==> config.mk <==
export PLATFORM = sky130hd
export DESIGN_NAME = ddr4_v2_2_20_mc_cas_arb
export DESIGN_NICKNAME = d
export VERILOG_FILES = /design/src/rtl/ddr4_v2_2_20_mc_cas_arb_pkg.sv /design/src/rtl/ddr4_v2_2_20_mc_cas_arb_timer.sv /design/src/rtl/ddr4_v2_2_20_mc_cas_arb.sv
export SDC_FILE = /design/constraint.sdc
export NUM_CORES = 1
export LEC_CHECK = 0
export ABC_CLOCK_PERIOD_IN_PS = 12400
export BUFFER_PORTS_ARGS = -buffer_cell sky130_fd_sc_hd__buf_4
export CAP_MARGIN = 20
export CORE_MARGIN = 5
export CORE_UTILIZATION = 46
export DETAILED_ROUTE_END_ITERATION = 12
export HOLD_SLACK_MARGIN = 0.1
export PLACE_DENSITY = 0.7
export SLEW_MARGIN = 5
export SYNTH_ARGS = -nofsm -noshare
export SYNTH_HDL_FRONTEND = slang
export SYNTH_HIERARCHICAL = 1
export SYNTH_SLANG_ARGS = --single-unit
export TNS_END_PERCENT = 100
==> constraint.sdc <==
create_clock -name clk -period 12.4 [get_ports clk]
set_clock_uncertainty 0.05 [all_clocks]
set_input_delay 0.62 -clock clk [delete_from_list [all_inputs] [get_ports clk]]
set_output_delay 0.62 -clock clk [all_outputs]
set_load 0.01 [all_outputs]
==> src/rtl/ddr4_v2_2_20_mc_cas_arb_pkg.sv <==
// Shared types and helpers for the CAS arbiter: counter sizing, per-requester
// command attributes and the round-robin pick.
package mc_cas_pkg;

  localparam int             NREQ    = 4;
  localparam int             CNT_W   = 4;
  localparam logic [CNT_W-1:0] CNT_SAT = 4'd15;
  localparam int             RK_W    = 2;

  typedef struct packed {
    logic            rd;
    logic [1:0]      group;
    logic [RK_W-1:0] rank;
  } cas_cmd_t;

  function automatic logic [CNT_W-1:0] sat_inc(input logic [CNT_W-1:0] v);
    return (v == CNT_SAT) ? v : v + 1'b1;
  endfunction

  // Lowest offset from ptr wins, so iterate from the far end down.
  function automatic logic [NREQ-1:0] rr_pick(input logic [NREQ-1:0] elig,
                                              input logic [1:0]      ptr);
    logic [NREQ-1:0] win;
    logic [1:0]      idx;
    win = '0;
    for (int k = NREQ - 1; k >= 0; k--) begin
      idx = ptr + 2'(k);
      if (elig[idx]) win = 4'b0001 << idx;
    end
    return win;
  endfunction

endpackage

==> src/rtl/ddr4_v2_2_20_mc_cas_arb_timer.sv <==
// CAS spacing tracker: saturating since-counters plus last-issue attributes;
// combinational per-requester timing-OK, no backpressure of its own.
module ddr4_v2_2_20_mc_cas_timer
  import mc_cas_pkg::*;
#(
  parameter int TCCD_L = 2,
  parameter int TCCD_S = 1,
  parameter int TRTRS  = 2,
  parameter int TWTR_L = 4,
  parameter int TWTR_S = 2,
  parameter int TRTW   = 3
) (
  input  logic                 clk,
  input  logic                 rst_n,
  input  cas_cmd_t [NREQ-1:0]  cmd_i,
  input  logic                 issue_i,
  input  cas_cmd_t             issue_cmd_i,
  output logic [NREQ-1:0]      tmg_ok_o
);

  logic [CNT_W-1:0] since_cas_q, since_rd_q, since_wr_q;
  logic [CNT_W-1:0] since_cas_d, since_rd_d, since_wr_d;
  logic [1:0]       last_group_q, last_wr_group_q;
  logic [RK_W-1:0]  last_rank_q, last_wr_rank_q;
  logic [CNT_W:0]   cas_gap, rd_gap, wr_gap;
  logic             rank_ok, dir_ok;

  assign since_cas_d = issue_i                      ? '0 : sat_inc(since_cas_q);
  assign since_rd_d  = (issue_i &&  issue_cmd_i.rd) ? '0 : sat_inc(since_rd_q);
  assign since_wr_d  = (issue_i && !issue_cmd_i.rd) ? '0 : sat_inc(since_wr_q);

  always_ff @(posedge clk or negedge rst_n) begin
    if (!rst_n) begin
      since_cas_q     <= CNT_SAT;
      since_rd_q      <= CNT_SAT;
      since_wr_q      <= CNT_SAT;
      last_group_q    <= '0;
      last_rank_q     <= '0;
      last_wr_group_q <= '0;
      last_wr_rank_q  <= '0;
    end else begin
      since_cas_q <= since_cas_d;
      since_rd_q  <= since_rd_d;
      since_wr_q  <= since_wr_d;
      if (issue_i) begin
        last_group_q <= issue_cmd_i.group;
        last_rank_q  <= issue_cmd_i.rank;
        if (!issue_cmd_i.rd) begin
          last_wr_group_q <= issue_cmd_i.group;
          last_wr_rank_q  <= issue_cmd_i.rank;
        end
      end
    end
  end

  // Gaps are the distance from the last issue to the candidate issue cycle.
  assign cas_gap = {1'b0, since_cas_q} + 5'd1;
  assign rd_gap  = {1'b0, since_rd_q}  + 5'd1;
  assign wr_gap  = {1'b0, since_wr_q}  + 5'd1;

  always_comb begin
    tmg_ok_o = '0;
    rank_ok  = 1'b0;
    dir_ok   = 1'b0;
    for (int i = 0; i < NREQ; i++) begin
      if (cmd_i[i].rank != last_rank_q)
        rank_ok = (cas_gap >= 5'(TRTRS));
      else if (cmd_i[i].group == last_group_q)
        rank_ok = (cas_gap >= 5'(TCCD_L));
      else
        rank_ok = (cas_gap >= 5'(TCCD_S));

      if (cmd_i[i].rd) begin
        if (cmd_i[i].group == last_wr_group_q && cmd_i[i].rank == last_wr_rank_q)
          dir_ok = (wr_gap >= 5'(TWTR_L));
        else
          dir_ok = (wr_gap >= 5'(TWTR_S));
      end else begin
        dir_ok = (rd_gap >= 5'(TRTW));
      end

      tmg_ok_o[i] = rank_ok && dir_ok;
    end
  end

endmodule

==> src/rtl/ddr4_v2_2_20_mc_cas_arb.sv <==
// Round-robin CAS arbiter over four group FSMs; one registered stage, request to
// grant is 1 cycle minimum; casStall or spacing rules simply withhold grants.
module ddr4_v2_2_20_mc_cas_arb
  import mc_cas_pkg::*;
#(
  parameter int RKBITS = RK_W,
  parameter int TCCD_L = 2,
  parameter int TCCD_S = 1,
  parameter int TRTRS  = 2,
  parameter int TWTR_L = 4,
  parameter int TWTR_S = 2,
  parameter int TRTW   = 3
) (
  input  logic                   clk,
  input  logic                   rst_n,
  input  logic [NREQ-1:0]        casReq,
  input  logic [NREQ-1:0]        casRd,
  input  logic [2*NREQ-1:0]      casGroup,
  input  logic [RKBITS*NREQ-1:0] casRank,
  input  logic                   casStall,
  output logic [NREQ-1:0]        sel,
  output logic [NREQ-1:0]        grant,
  output logic                   casValid,
  output logic                   casIsRd
);

  cas_cmd_t [NREQ-1:0] cmd;
  cas_cmd_t            win_cmd;
  logic [NREQ-1:0]     tmg_ok, elig, sel_d, sel_q;
  logic [1:0]          rr_q, rr_d, win_idx;
  logic                issue, valid_q, rd_q;

  always_comb begin
    cmd = '0;
    for (int i = 0; i < NREQ; i++) begin
      cmd[i].rd    = casRd[i];
      cmd[i].group = casGroup[2*i +: 2];
      cmd[i].rank  = casRank[RKBITS*i +: RKBITS];
    end
  end

  // The requester being granted right now is masked so it cannot double-issue.
  assign elig  = casReq & ~sel_q & tmg_ok & {NREQ{~casStall}};
  assign sel_d = rr_pick(elig, rr_q);
  assign issue = |sel_d;

  always_comb begin
    win_cmd = '0;
    win_idx = '0;
    for (int i = 0; i < NREQ; i++) begin
      if (sel_d[i]) begin
        win_cmd = cmd[i];
        win_idx = 2'(i);
      end
    end
  end

  assign rr_d = issue ? win_idx + 2'd1 : rr_q;

  ddr4_v2_2_20_mc_cas_timer #(
    .TCCD_L (TCCD_L),
    .TCCD_S (TCCD_S),
    .TRTRS  (TRTRS),
    .TWTR_L (TWTR_L),
    .TWTR_S (TWTR_S),
    .TRTW   (TRTW)
  ) u_timer (
    .clk         (clk),
    .rst_n       (rst_n),
    .cmd_i       (cmd),
    .issue_i     (issue),
    .issue_cmd_i (win_cmd),
    .tmg_ok_o    (tmg_ok)
  );

  always_ff @(posedge clk or negedge rst_n) begin
    if (!rst_n) begin
      sel_q   <= '0;
      valid_q <= 1'b0;
      rd_q    <= 1'b0;
      rr_q    <= '0;
    end else begin
      sel_q   <= sel_d;
      valid_q <= issue;
      rd_q    <= issue & win_cmd.rd;
      rr_q    <= rr_d;
    end
  end

  assign sel      = sel_q;
  assign grant    = sel_q;
  assign casValid = valid_q;
  assign casIsRd  = rd_q;

endmodule

==> flow_metrics.tcl, run 1 <==
set metrics [dict create \
    run_status "complete, no violations" \
    crit_top_cell "a211oi_1" \
    path_class "register to register" \
    die_x_um 84.11 \
    gp_congestion 0.8870 \
    dp_hpwl_um 4666 \
    synth.area.top_cells "dfrtp_1 (16%), dfstp_2 (12%), xnor2_1 (9.4%)" \
    insertion_delay_ns 0.27 \
    yosysMostFrequentCell "xnor2_1" \
    ys.flop_type "dfrtp_1" \
    async_reset_ff_share_pct 100.0 \
    io_buffers 36 \
    slew_violations 0 \
    crit_path_end "u_timer/last_wr_group_q[0]" \
    fin_crit_sh_pct 42.96 \
    fmaxAchievable_mhz 187.7 \
    synth_top_family_by_area "compound AO/OA/AOI/OAI gates" \
    numCtsBuffers 3 \
    num-nets-final 313 \
    totalWireLength_um 5987 \
    coreArea_um2 5405 \
    via_per_inst 6.026 \
    synth_edf_count 0 \
    cts_max_path_buffers 2 \
    synth_compound_area_share_pct 16.59 \
    grt_pass1_vias 2069 \
    clk_pin_slew_ns 0.10 \
    reg2reg_depth 13 \
    yosys.area_share.simple_pct 15.50 \
    hold_buffers 0 \
    synthXorXnorAreaFrac_pct 12.48 \
    vias 2061 \
    syn_nets 289 \
    grt_pass1_wl_um 9956 \
    wl_per_cell_um 17.51 \
    cap_viol_max_count 0 \
    cts_max_level 1 \
    synth_commonest_cells "xnor2_1 (27), dfrtp_1 (16), ha_1 (15)" \
    io_pins 37 \
    drcViolationCount 0 \
    area_growth_pct 11.49 \
    r2r_start "u_timer/since_cas_q[0]" \
    grt_max_degree 29 \
    drive_above_1_share_pct 29.63 \
    holdWs_ns 0.1946 \
    die_h_um 84.11 \
    end_kind "register" \
    slowest_stage "a211oi_2" \
    cp_num_cells 13 \
    hold_viol 0 \
    path_cells "ha_1, or2_2, o221ai_4, mux2i_1, a221oi_1, nor4bb_1, mux4_1, a211oi_1, a211oi_2, nor2_1, a211oi_1, nor2b_1, mux2_2" \
    worst_ep_required_time_ns 12.51 \
    drtIter0Drc 113 \
    cts_setup_buffers 0 \
    path_delay_family "compound AO/OA/AOI/OAI gates" \
    yosysWarnings 6 \
    crit_fanout 15 \
    synth_cell_type_count 48 \
    syn_inst 247 \
    crit_start "u_timer/since_cas_q[0]" \
    fin_crit_ns 5.328 \
    hp-class "primary input to async pin" \
    synth_mux_area_share_pct 12.88 \
    synthAdderAreaFrac_pct 7.429 \
    rows 27 \
    ant_nets 0 \
    cts.repair.resized 0 \
    setup_tns_ns 0 \
    synth_area_um2 2526 \
    cp_num_buf_inv 0 \
    cts_tree "built" \
    r2r-end "u_timer/last_wr_group_q[0]" \
    yosys.area.top_type "dfrtp_1" \
    antenna_found_initial 0 \
    setup_viol 0 \
    slew_headroom_pct 34.57 \
    initial_core_util_pct 46.74 \
    ys_ff_latch 28 \
    worst_pin_slew_ns 0.9796 \
    num_antenna_cells 0 \
    cp-start-kind "register" \
    clkSinkCount 28 \
    die-area_um2 7074 \
    ys_seq_area_share_pct 28.33 \
    rsz0062_at_grt "false" \
    synth_top_area_share_pct 15.85 \
    clock-root-buffer "clkbuf_8" \
    syn_area_per_cell_um2 10.23 \
    grt_overflow 0 \
    track_usage_pct 17.06 \
    r2r_slack_ns 7.07 \
    worst-endpoint-arrival_ns 5.44 \
    first_pass_iters 4 \
    critPathMaxStageDelay_ns 0.81 \
]
==> registers in the layout, summed over array words and instances, names as in the netlist <==
register                 cells
casIsRd                      1
casValid                     1
grant                        4
rr_q                         2
u_timer/last_group_q         2
u_timer/last_rank_q          2
u_timer/last_wr_group_q      2
u_timer/last_wr_rank_q       2
u_timer/since_cas_q          4
u_timer/since_rd_q           4
u_timer/since_wr_q           4
==> routing by layer <==
metal	track usage (%)	wire length (um)	vias to the layer above
li1	-	-	968
met1	22.79	2586	1002
met2	27.83	2863	79
met3	2.665	383	12
met4	6.287	153	0
met5	0	0	-
==> worst min path at each step <==
stage,end,depth (start not counted),start
finish,u_timer/last_group_q[0],1,rst_n
global route,u_timer/last_rank_q[0],1,rst_n
CTS,u_timer/last_group_q[0],1,rst_n
detailed placement,u_timer/since_rd_q[1],2,u_timer/since_rd_q[1]
global placement,u_timer/since_rd_q[1],2,u_timer/since_rd_q[1]
floorplan,casIsRd,0,rst_n
==> per-stage QoR <==
step | cells | worst slack, ns | util [%] | area, um2
after floorplan | 247 | 8.163 | - | 2526
after global placement | 338 | 7.305 | 51.27 | 2771
after detailed placement | 338 | 7.211 | 51.27 | 2771
after CTS | 342 | 7.175 | 52.11 | 2816
after global routing | 342 | 6.633 | 52.11 | 2816
final | 342 | 7.072 | 52.11 | 2816
==> area by class of cell <==
cell class	instances	area, um2
inverters	15	56.30
clock inverters	1	3.754
multi-input cells	187	1639
well taps	72	90.09
repair buffers	36	270.3
flip-flops and latches	28	715.7
fillers	477	2589
clock buffers	3	41.29
==> kinds of logic (layout without fill, tap and decap cells) <==
| family | count (synthesis) | after routing |
|---|---|---|
| AOI/OAI and AO/OA | 49 | 49 |
| xor gates and xnor gates | 36 | 36 |
| adders and majority gates | 15 | 15 |
| buffers and inverters | 32 | 55 |
| DFF | 28 | 28 |
| muxes | 22 | 22 |
| and+or+nand+nor | 65 | 65 |
==> placed cells by master (no fill, tap or decap), drive strengths merged, types with 2 or more instances in the layout <==
cell,netlist,final
mux2,8,8
a32oi,4,4
mux4,7,7
ha,15,15
dfrtp,16,16
nor2,11,11
o221ai,2,2
mux2i,7,7
nand2b,2,2
buf,14,36
o21ai,3,3
xnor2,27,27
nor4bb,3,3
nor2b,3,3
nand4bb,4,4
nand4,8,8
nand3,12,12
inv,15,15
a31oi,4,4
nor3,11,11
xor2,9,9
clkbuf,3,3
a21oi,8,8
dfstp,12,12
nand2,3,3
a211oi,17,17
a221oi,5,5
Power of run 1 is left out: the tool's default activity adds up to more than one toggle a clock period on the data nets, which glitch-free logic cannot reach.
==> run 2, diff against run 1 <==
Settings changed: ABC_CLOCK_PERIOD_IN_PS 12400 to 4800, PLACE_DENSITY 0.7 to 0.73.
Clock period 12.4 ns to 4.8 ns, I/O delays scaled along.
==> run 2 against run 1 <==
Die area is the same. Final cell count grew 1.8%. Hold slack gained 0.12 ns. Critical endpoint is now u_timer/last_wr_rank_q[0]. Cell area grew 3.0%. Non-clock buffer count grew 6. Maximum frequency grew 19%. Count of clock-buffer cells in the layout grew 1. Highest routed layer unchanged. Flip-flop and latch count is the same.
==> flow_metrics.tcl, run 2 (synthesis results as in run 1) <==
set metrics [dict create \
    die_x_um 84.11 \
    coreArea_um2 5405 \
    cts_tree "built" \
    grt_pass1_vias 2077 \
    clk_pin_slew_ns 0.10 \
    hold_viol 0 \
    rsz0062_at_grt "false" \
    grt_max_degree 29 \
    end_kind "register" \
    num_antenna_cells 0 \
    fin_crit_sh_pct 93.63 \
    routed.top_layer "met4" \
    reg2reg_depth 13 \
    drcViolationCount 0 \
    via_per_inst 5.876 \
    hp-class "primary input to register" \
    track_usage_pct 17.64 \
    ant_nets 0 \
    wl_met2_um 3050 \
    clkSinkCount 28 \
    met1_length_um 2711 \
    numCtsBuffers 3 \
    cts_max_level 1 \
    worst_pin_slew_ns 0.4794 \
    crit_start "u_timer/since_cas_q[0]" \
    clock-root-buffer "clkbuf_8" \
    area_growth_pct 14.86 \
    gp_congestion 0.8990 \
    antenna_found_initial 0 \
    worst_ep_required_time_ns 4.92 \
    wl_per_cell_um 17.91 \
    final_cell_mix "buf_4 (41), xnor2_1 (27), dfrtp_1 (16)" \
    crit_fanout 8 \
    rows 27 \
    dp_hpwl_um 4884 \
    fillCellCount 497 \
    grt_overflow 0 \
    fmaxAchievable_mhz 222.5 \
    die_h_um 84.11 \
    drtIter0Drc 143 \
    insertion_delay_ns 0.27 \
    r2r_start "u_timer/since_cas_q[0]" \
    slew_headroom_pct 67.96 \
    cp-start-kind "register" \
    cts_setup_buffers 0 \
    cts_max_path_buffers 2 \
    setup_tns_ns 0 \
    met3_length_um 350 \
    hold_depth 3 \
    die-area_um2 7074 \
    totalWireLength_um 6232 \
    setup_viol 0 \
    fin_crit_ns 4.494 \
    drive_above_1_share_pct 32.97 \
    worst-endpoint-arrival_ns 4.61 \
    final_common_cell "buf_4" \
    io_pins 37 \
    initial_core_util_pct 46.74 \
    run_status "complete, no violations" \
    io_buffers 36 \
    grt_pass1_wl_um 10150 \
    cap_viol_max_count 0 \
    path_class "register to register" \
    vias 2045 \
    min_from "casRd[3]" \
    slew_violations 0 \
    first_pass_iters 4 \
    num-nets-final 319 \
]
-- run 2: cell count changes in the layout (fill, tap and decap cells not counted) --
cell           before  now
dlygate4sd3_1       0    1
nor4bb_1            3    0
clkinv_1            1    0
a2111oi_1           0    1
a211oi_2            8    9
nor2b_1             3    2
a211oi_1            9    8
a2111oi_0           1    0
nor4bb_2            0    3
buf_4              36   41
clkbuf_8            3    4
nor2b_2             0    1
-- run 2: through the flow --
stage / setup WS (ns) / area, um2 / utilization (%) / hold slack (ns) / instances
2_1_floorplan: 0.5633 / 2526 / - / -0.1056 / 247
3_3_place_gp: 0.1629 / 2809 / 51.97 / 0.1370 / 343
3_5_place_dp: 0.09930 / 2809 / 51.97 / 0.1349 / 343
4_1_cts: 0.06174 / 2874 / 53.17 / 0.3135 / 348
5_1_grt: 0.01288 / 2902 / 53.68 / 0.3584 / 348
6_report: 0.3058 / 2902 / 53.68 / 0.3183 / 348
-- run 2: layout make-up --
cell class	count	area, um2	area share, %
multi-input cells	187	1667	57.44
flip-flops and latches	28	715.7	24.67
repair buffers	42	317.8	10.95
well taps	72	90.09	3.105
inverters	15	56.30	1.940
clock buffers	4	55.05	1.897
-- run 2: path summary, 6_finish.rpt --
path	slack, ns	to
min in group asynchronous	0.37	u_timer/last_group_q[0]
max in group asynchronous	4.03	u_timer/since_cas_q[3]
min reg2reg	0.51	u_timer/since_rd_q[1]
max	0.31	u_timer/last_wr_rank_q[0]
min	0.32	casIsRd
max reg2reg	0.31	u_timer/last_wr_rank_q[0]
-- run 2: what timing repair did --
item / in CTS / in global routing
endpoints found under the hold margin: 16 / 0
gates resized for setup: 0 / 6
endpoints found under the setup margin: 0 / 14
hold buffers: 1 / 0
-- run 2: critical path, stage by stage, from the launching register on --
cell,delay (ns)
dfstp_2,0.43
ha_1,0.25
or2_2,0.35
o221ai_4,0.22
mux2i_1,0.12
a221oi_1,0.44
nor4bb_2,0.42
mux4_1,0.38
nand3_1,0.14
a2111oi_1,0.53
mux2i_1,0.19
a211oi_1,0.42
nor2b_2,0.16
mux2_2,0.30
-- run 2: routing by layer --
metal  vias to the layer above  GRT usage [%]
li1                        971              -
met1                       998          22.98
met2                        66          29.63
met3                        10          2.764
met4                         0          6.140
met5                         -              0
Power of run 2 is left out for the same reason.
